$ cat src/rtl/wisc_pkg.sv
// Shared definitions for the 16-bit WISC pipeline front end.
//   WORD_W        : datapath word width
//   OP_HLT        : opcode [15:12] of the halt instruction
//   fetch_state_t : fetch FSM state encoding
//   is_hlt()      : true when an instruction word carries the HLT opcode
package wisc_pkg;

    localparam int WORD_W = 16;
    localparam logic [3:0] OP_HLT = 4'hF;

    typedef logic [WORD_W-1:0] word_t;

    typedef enum logic [1:0] {
        REQ  = 2'd0,
        WAIT = 2'd1,
        HALT = 2'd2
    } fetch_state_t;

    function automatic logic is_hlt(input word_t instr);
        return instr[WORD_W-1 -: 4] == OP_HLT;
    endfunction

endpackage

$ cat src/rtl/if_slot.sv
// One registered fetch entry {valid, instr, pc, pc2}.
// Ports:
//   clk, rst_n        : clock, async active-low reset
//   load              : capture d_* and set valid
//   clear             : drop valid (wins over load)
//   d_instr/d_pc/d_pc2: entry contents to capture
//   valid/instr/pc/pc2: registered entry
module if_slot
    import wisc_pkg::*;
(
    input  logic  clk,
    input  logic  rst_n,
    input  logic  load,
    input  logic  clear,
    input  word_t d_instr,
    input  word_t d_pc,
    input  word_t d_pc2,
    output logic  valid,
    output word_t instr,
    output word_t pc,
    output word_t pc2
);

    logic  valid_q, valid_d;
    word_t instr_q, instr_d;
    word_t pc_q,    pc_d;
    word_t pc2_q,   pc2_d;

    always_comb begin
        valid_d = valid_q;
        instr_d = instr_q;
        pc_d    = pc_q;
        pc2_d   = pc2_q;
        if (clear) begin
            // Payload is left stale; only valid qualifies it.
            valid_d = 1'b0;
        end else if (load) begin
            valid_d = 1'b1;
            instr_d = d_instr;
            pc_d    = d_pc;
            pc2_d   = d_pc2;
        end
    end

    always_ff @(posedge clk or negedge rst_n) begin
        if (!rst_n) begin
            valid_q <= 1'b0;
            instr_q <= '0;
            pc_q    <= '0;
            pc2_q   <= '0;
        end else begin
            valid_q <= valid_d;
            instr_q <= instr_d;
            pc_q    <= pc_d;
            pc2_q   <= pc2_d;
        end
    end

    assign valid = valid_q;
    assign instr = instr_q;
    assign pc    = pc_q;
    assign pc2   = pc2_q;

endmodule

$ cat src/rtl/fetch_stage.sv
// Instruction-fetch stage: one outstanding imem request at a time, a
// two-deep delivery buffer (output slot + hold buffer) towards decode,
// flush/redirect handling and HLT detection.
//
// state | meaning
// ------+-----------------------------------------------------------
// REQ   | may issue a request (unless flushing or hold buffer full)
// WAIT  | one request outstanding, waiting for imem_rvalid
// HALT  | HLT fetched; idle until flush or reset
//
// Ports:
//   clk, rst_n                 : clock, async active-low reset
//   pc_in                      : current PC from the PC block
//   pc_adv                     : PC register write enable (request accepted)
//   imem_req/imem_addr         : instruction memory request and address
//   imem_ready                 : memory accepts the request this cycle
//   imem_rvalid/imem_rdata     : returned instruction word
//   flush                      : redirect; kills all in-flight fetch state
//   stall                      : decode cannot accept this cycle
//   if_valid/if_instr/if_pc/if_pc2 : fetched instruction to decode
//   halted                     : FSM is in HALT
module fetch_stage
    import wisc_pkg::*;
(
    input  logic  clk,
    input  logic  rst_n,
    input  word_t pc_in,
    output logic  pc_adv,
    output logic  imem_req,
    output word_t imem_addr,
    input  logic  imem_ready,
    input  logic  imem_rvalid,
    input  word_t imem_rdata,
    input  logic  flush,
    input  logic  stall,
    output logic  if_valid,
    output word_t if_instr,
    output word_t if_pc,
    output word_t if_pc2,
    output logic  halted
);

    fetch_state_t state_q, state_d;
    word_t        pend_pc_q, pend_pc_d;
    logic         discard_q, discard_d;

    logic  hold_v;
    word_t hold_instr, hold_pc, hold_pc2;

    logic  consume;
    logic  rsp;
    logic  rsp_keep;
    logic  accept;
    logic  out_from_hold;
    logic  out_from_rsp;
    logic  out_load;
    logic  out_clear;
    logic  hold_load;
    logic  hold_clear;
    word_t out_d_instr, out_d_pc, out_d_pc2;
    word_t rsp_pc2;

    assign imem_addr = pc_in;
    assign halted    = (state_q == HALT);
    assign rsp_pc2   = pend_pc_q + word_t'(2);

    // Request side. stall never gates the request: backpressure is only
    // through the hold buffer, which caps buffered instructions at two.
    always_comb begin
        imem_req = (state_q == REQ) && !flush && !hold_v;
        accept   = imem_req && imem_ready;
        pc_adv   = accept;
    end

    // Response routing between the output slot and the hold buffer.
    always_comb begin
        consume  = if_valid && !stall;
        rsp      = (state_q == WAIT) && imem_rvalid;
        rsp_keep = rsp && !discard_q && !flush;

        out_from_hold = !flush && consume && hold_v;
        out_from_rsp  = rsp_keep && !out_from_hold && (!if_valid || consume);
        out_load      = out_from_hold || out_from_rsp;
        out_clear     = flush || (consume && !out_load);

        // A kept response that the output slot cannot take goes to hold;
        // this also covers hold being promoted and refilled in one cycle.
        hold_load  = rsp_keep && !out_from_rsp;
        hold_clear = flush || (out_from_hold && !hold_load);

        if (out_from_hold) begin
            out_d_instr = hold_instr;
            out_d_pc    = hold_pc;
            out_d_pc2   = hold_pc2;
        end else begin
            out_d_instr = imem_rdata;
            out_d_pc    = pend_pc_q;
            out_d_pc2   = rsp_pc2;
        end
    end

    // Discard tracks a request that was outstanding when a flush hit; its
    // response is dropped when it arrives. A flush coinciding with the
    // response drops the data directly and leaves nothing to discard.
    always_comb begin
        discard_d = discard_q;
        if (rsp) begin
            discard_d = 1'b0;
        end
        if (flush && (state_q == WAIT) && !imem_rvalid) begin
            discard_d = 1'b1;
        end
    end

    always_comb begin
        state_d   = state_q;
        pend_pc_d = pend_pc_q;
        if (accept) begin
            pend_pc_d = pc_in;
        end
        case (state_q)
            REQ: begin
                if (accept) begin
                    state_d = WAIT;
                end
            end
            WAIT: begin
                // A flush without rvalid keeps us here: the request is
                // still outstanding and must be drained before reissuing.
                if (imem_rvalid) begin
                    if (rsp_keep && is_hlt(imem_rdata)) begin
                        state_d = HALT;
                    end else begin
                        state_d = REQ;
                    end
                end
            end
            HALT: begin
                if (flush) begin
                    state_d = REQ;
                end
            end
            default: begin
                state_d = REQ;
            end
        endcase
    end

    always_ff @(posedge clk or negedge rst_n) begin
        if (!rst_n) begin
            state_q   <= REQ;
            pend_pc_q <= '0;
            discard_q <= 1'b0;
        end else begin
            state_q   <= state_d;
            pend_pc_q <= pend_pc_d;
            discard_q <= discard_d;
        end
    end

    if_slot u_out_slot (
        .clk     (clk),
        .rst_n   (rst_n),
        .load    (out_load),
        .clear   (out_clear),
        .d_instr (out_d_instr),
        .d_pc    (out_d_pc),
        .d_pc2   (out_d_pc2),
        .valid   (if_valid),
        .instr   (if_instr),
        .pc      (if_pc),
        .pc2     (if_pc2)
    );

    if_slot u_hold_slot (
        .clk     (clk),
        .rst_n   (rst_n),
        .load    (hold_load),
        .clear   (hold_clear),
        .d_instr (imem_rdata),
        .d_pc    (pend_pc_q),
        .d_pc2   (rsp_pc2),
        .valid   (hold_v),
        .instr   (hold_instr),
        .pc      (hold_pc),
        .pc2     (hold_pc2)
    );

endmodule

$ cat config.mk
export PLATFORM = sky130hd
export DESIGN_NAME = fetch_stage
export DESIGN_NICKNAME = d
export VERILOG_FILES = /design/src/rtl/wisc_pkg.sv /design/src/rtl/if_slot.sv /design/src/rtl/fetch_stage.sv
export SDC_FILE = /design/constraint.sdc
export NUM_CORES = 1
export LEC_CHECK = 0
export ABC_AREA = 1
export BUFFER_PORTS_ARGS = -buffer_cell sky130_fd_sc_hd__buf_4
export CORE_MARGIN = 5
export CORE_UTILIZATION = 57
export CTS_BUF_LIST = sky130_fd_sc_hd__clkbuf_4 sky130_fd_sc_hd__clkbuf_8
export DETAILED_ROUTE_END_ITERATION = 10
export PLACE_DENSITY = 0.86
export SLEW_MARGIN = 30
export SYNTH_ARGS = -nofsm -noshare
export SYNTH_HDL_FRONTEND = slang
export SYNTH_SLANG_ARGS = --single-unit
$ cat constraint.sdc
create_clock -name clk -period 2.9 [get_ports clk]
set_clock_uncertainty 0.05 [all_clocks]
set_input_delay 0.58 -clock clk [delete_from_list [all_inputs] [get_ports clk]]
set_output_delay 0.58 -clock clk [all_outputs]
set_load 0.01 [all_outputs]
# == Yosys cells after proc, flatten, opt, wreduce, memory -nomap -nowiden ==
# Cells that the tools add are included.
# word_totals
reg_bits,117
inputBits,38
output_inout_bits,68
word_cells,72
# classes
addsub,1
n_eq_ne,6
n_mux,14
n_bitwise,2
n_reduce_logical,38
# op_table
operator,count
16-bit 2-to-1 mux,3
1-bit logical AND,17
"16-bit by 2-bit adder with 16-bit output, second input constant",1
1-bit logical NOT,10
2-bit 2-to-1 mux,4
1-bit 2-to-1 mux,6
"2-bit inequality test, second input constant",3
2-bit one-hot mux with 3 select lines,1
2-bit nonzero test,3
"4-bit == test, second input constant",1
1-bit logical OR,4
2-bit AND reduction,2
3-bit AND reduction,1
"2-bit by 1-bit == test with 1-bit output, second input constant",1
"2-bit == test, second input constant",1
2-bit logical NOT,1
1-bit NOT,2

# == Logic depth before layout (Yosys ltp) ==
# logic_depth
depth_word,14
depth_mapped,10
ltp_nobuf,9

# == By module ==
# From an unflattened synthesis, not the netlist that was laid out.
# unflattened
hier_cells,746
hier_area_um2,5701.7
# modules_own_cells
module,n_inst,cells_per_inst,area_each_um2
if_slot,2,212,1918.1
fetch_stage,1,322,1865.5

# == Least setup slack after synthesis ==
# Ideal clock, no wire load.
# synth_path
kind,input to output
from,input flush
to,output pc_adv
arrival_time_ps,1208
setup_slack_ps,1062
path_stages,4
cell_sequence,nor2_1 -> nand2_1 -> inv_1 -> buf_2
# synth_between
elab_chain_len,4
# synth_rtl
element,line,text
from (decl),fetch_stage.sv:34,"input logic flush,"
1-bit logical NOT,fetch_stage.sv:70,imem_req = (state_q == REQ) && !flush && !hold_v;
1-bit logical AND (2 in a row),fetch_stage.sv:70,
1-bit logical AND,fetch_stage.sv:71,accept = imem_req && imem_ready;
to (decl),fetch_stage.sv:28,"output logic pc_adv,"
# Every way passes these cells.

# == Worst setup path after layout ==
# layout_path
from,register state_q[0]
to,output pc_adv
# layout_between
elab_chain_len,4
# layout_rtl
element,line,text
from (decl),fetch_stage.sv:43,"fetch_state_t state_q, state_d;"
from (signal assigned),fetch_stage.sv:155,state_q <= state_d;
2-bit logical NOT,fetch_stage.sv:70,
1-bit logical AND (2 in a row),fetch_stage.sv:70,
1-bit logical AND,fetch_stage.sv:71,
# Every way passes these cells.

==> reports/qor.csv <==
metric,value,unit
"Buf+Inv Stages, Crit Path",2,
biggest area consumer among synthesized cells,dfrtp_1,
Place WS,0.597,ns
"Cell Area, Placed",0.00611,sq mm
clk_lat worst skew,0.43,ns
drc violations,0,
Antenna Nets Post-Route,0,
M3 GR Usage,6.30,%
final worst path period need,2.28,ns
Cells after Synth,673,
CP cell instances,nor2_1 > nand2_1 > nor2_1 > nand2_1 > inv_1 > buf_4,
Avg Vias per Cell,5.29,
nets@finish,795,
CTS Root Buffer Type,clkbuf_8,
CP Max Fanout,5,
P_int,3.82,mW
layout cells sized above 1,20.4,%
"count leader, synth",nand2_1,
power share of the clock group,33.0,%
setup bufs post-CTS,0,
worst setup margin,0.620,ns
wire per inst,14.6,microns
Tcrit/Tclk final,78.6,%
"FF+latch count, synth",115,
post-synthesis net count,712,
DIE HEIGHT,108,microns
unrepaired setup endpoints after global routing,no,
CP max-delay cell,dfrtp_1,
initial antenna violation count,0,
Max Cap Viol,0,
Flop pwr share,41.8,%
global-route wire length before repair,22.2,mm
"Seq/Total Area, Yosys",53.1,%
dpl hpwl,8.95,mm
largest net degree at the start of global routing,87,
Worst Setup Start Kind,register,
worst slew pin tran,0.722,ns
IO Port Bufs,105,
synth warn,0,
switching power share of the total,30.6,%
Max Slew Vio Count,0,
Pre-antenna DRT Iters,5,
ranking of synthesized cells by area,"dfrtp_1 53%, nand2_1 17%, o21ai_1 5.5%",
"EDFF count, synth",0,
Cell variety after synth,27,
global-route layer with the greatest usage,met2,
max frequency,439,MHz
Sink Count,115,
relative slew slack,51.8,%
CTS HTree Levels,4,
ys async rst share,100,%
vias in the first global route,4717,
DRT iter0 DRCs,288,
CTS Buffer Depth,2,
crit path DAT,1.65,ns
storage element area,0.00288,sq mm
pwr/cell area,833,mW/mm^2
# IOs,106,
"Setup violations, final",0,
Inserted Diodes,0,
Mean Syn Cell Area,8.06,sq um
total CTS buffers,17,
setup TNS,0,ns
Static Leak,3.43,nW
Netlist Area Pre-Place,0.00542,sq mm
std cell rows,35,
Sw Pwr,1.68,mW
Vias,4754,
post-synth top area share,53.1,%
CTS tree,yes,
Post-Route WL,13.1,mm
Pwr Total,5.50,mW
Tot GR Track Use,24.1,%
area of the multi-input gates,0.00194,sq mm
final hold vios,0,
Crit path largest cell delay,0.42,ns
logic gate share of total power,25.1,%
core footprint,0.00924,sq mm
Layout area overhead,21.9,%
Fillers,682,
met1 Track Usage GR,31.0,%
CP required,2.27,ns
clk slew on worst S/H paths,0.07,ns
crit end category,output pin,
M2 GR Usage,39.4,%
Initial Utilization,58.7,%
routability cong.,0.896,
worst min-delay path category,input port to register,
most common library cells after synthesis,"252 x nand2_1, 115 x dfrtp_1, 61 x inv_1, 60 x o21ai_1, 53 x o21ai_0",
Setup Crit Path Kind,register to output pin,
Main synth FF type,dfrtp_1,
status,finished clean,
tightest hold margin,0.278,ns
Die X,108,microns
post-route cell area,0.00661,sq mm
die area,0.0116,sq mm
largest delay contributor family on the critical path,simple AND/OR/NAND/NOR gates,
gr ovfl total,0,
maximum vdd drop,0.000425,V
[registers in the layout, summed over array words and instances (netlist names)]
name,cells
u_out_slot.valid,1
u_out_slot.pc2,16
state_q,2
u_out_slot.instr,16
u_hold_slot.pc2,16
u_hold_slot.pc,15
u_hold_slot.instr,16
u_out_slot.pc,15
pend_pc_q,16
discard_q,1
u_hold_slot.valid,1
[through the flow]
step / std cells / util [%]
6_report: 898 / 71.5
5_1_grt: 898 / 71.5
4_1_cts: 898 / 71.5
3_5_place_dp: 865 / 66.1
3_3_place_gp: 865 / 66.1
2_1_floorplan: 673 / -
[power groups by stage]
stage          Combinational, mW  Clock, mW  Sequential (mW)
6_report                    1.38       1.82             2.30
5_1_grt                     1.54       1.92             2.35
4_1_cts                     1.41       1.83             2.30
3_5_place_dp                1.38          0             2.32
3_3_place_gp                1.35          0             2.30
2_1_floorplan              0.545          0             2.38
[repair_timing]
action	4_1_cts	5_1_grt
gates resized for setup	0	0
hold endpoints to repair	20	0
hold buffers	1	0
[logic make-up after synthesis]
| logic type | count (synthesis) | share of synthesized area, % |
|---|---|---|
| fa+ha+maj | 1 | 0.231 |
| compound gates | 120 | 11.4 |
| flops | 115 | 53.1 |
| simple gates | 319 | 23.7 |
| buf+inv | 115 | 11.1 |
| xor+xnor | 3 | 0.485 |
[layout by cell type, fill, tap and decap left out, types with 2 or more instances in the layout]
cell type     n
dfrtp_1     115
o21ai_1      60
nand2_1     252
o21bai_1      2
inv_6         2
inv_1        61
nand4_1       5
clkinvlp_4    2
a21oi_1       3
nand2_2       3
nand3_1      21
bufinv_16     6
clkinv_2      3
buf_12        3
clkbuf_8     19
nor2_1       31
buf_4       109
o21ai_0      53
xor2_1        3
inv_2         5
[worst register-to-register path, delay by kind of cell, from the launching register on]
family                 cells  cell delay [ns]
buffers and inverters      1             0.68
DFF                        1             0.41
and+or+nand+nor            4             0.72
[metal layers]
layer | vias up | wire, microns
met4 | 0 | 323
met5 | - | 0
met3 | 30 | 919
li1 | 2262 | -
met2 | 215 | 6360
met1 | 2247 | 5490
[worst paths after layout]
check                                         startpoint                         endpoint  slack (ns)  cells past startpoint
max                               state_q[0]$_DFFE_PN0P_                           pc_adv        0.62                      6
min                                                flush     u_out_slot.valid$_DFFE_PN0P_        0.28                      2
max reg2reg                 u_out_slot.valid$_DFFE_PN0P_   u_out_slot.pc2[12]$_DFFE_PN0P_        0.92                      5
min reg2reg                u_out_slot.pc[10]$_DFFE_PN0P_    u_out_slot.pc[10]$_DFFE_PN0P_        0.42                      2
max in group asynchronous                          rst_n   u_hold_slot.pc[11]$_DFFE_PN0P_        1.59                      3
min in group asynchronous                          rst_n  u_out_slot.instr[0]$_DFFE_PN0P_        0.53                      2
[cell type report]
type | instances | share of cell area, %
clock inverters | 13 | 3.45
repair buffers | 113 | 13.4
flip-flops and latches | 115 | 43.6
well taps | 129 | 2.44
multi-input cells | 443 | 29.4
clock buffers | 19 | 3.96
inverters | 66 | 3.75
No activity file was read; power rests on OpenSTA's default activity.
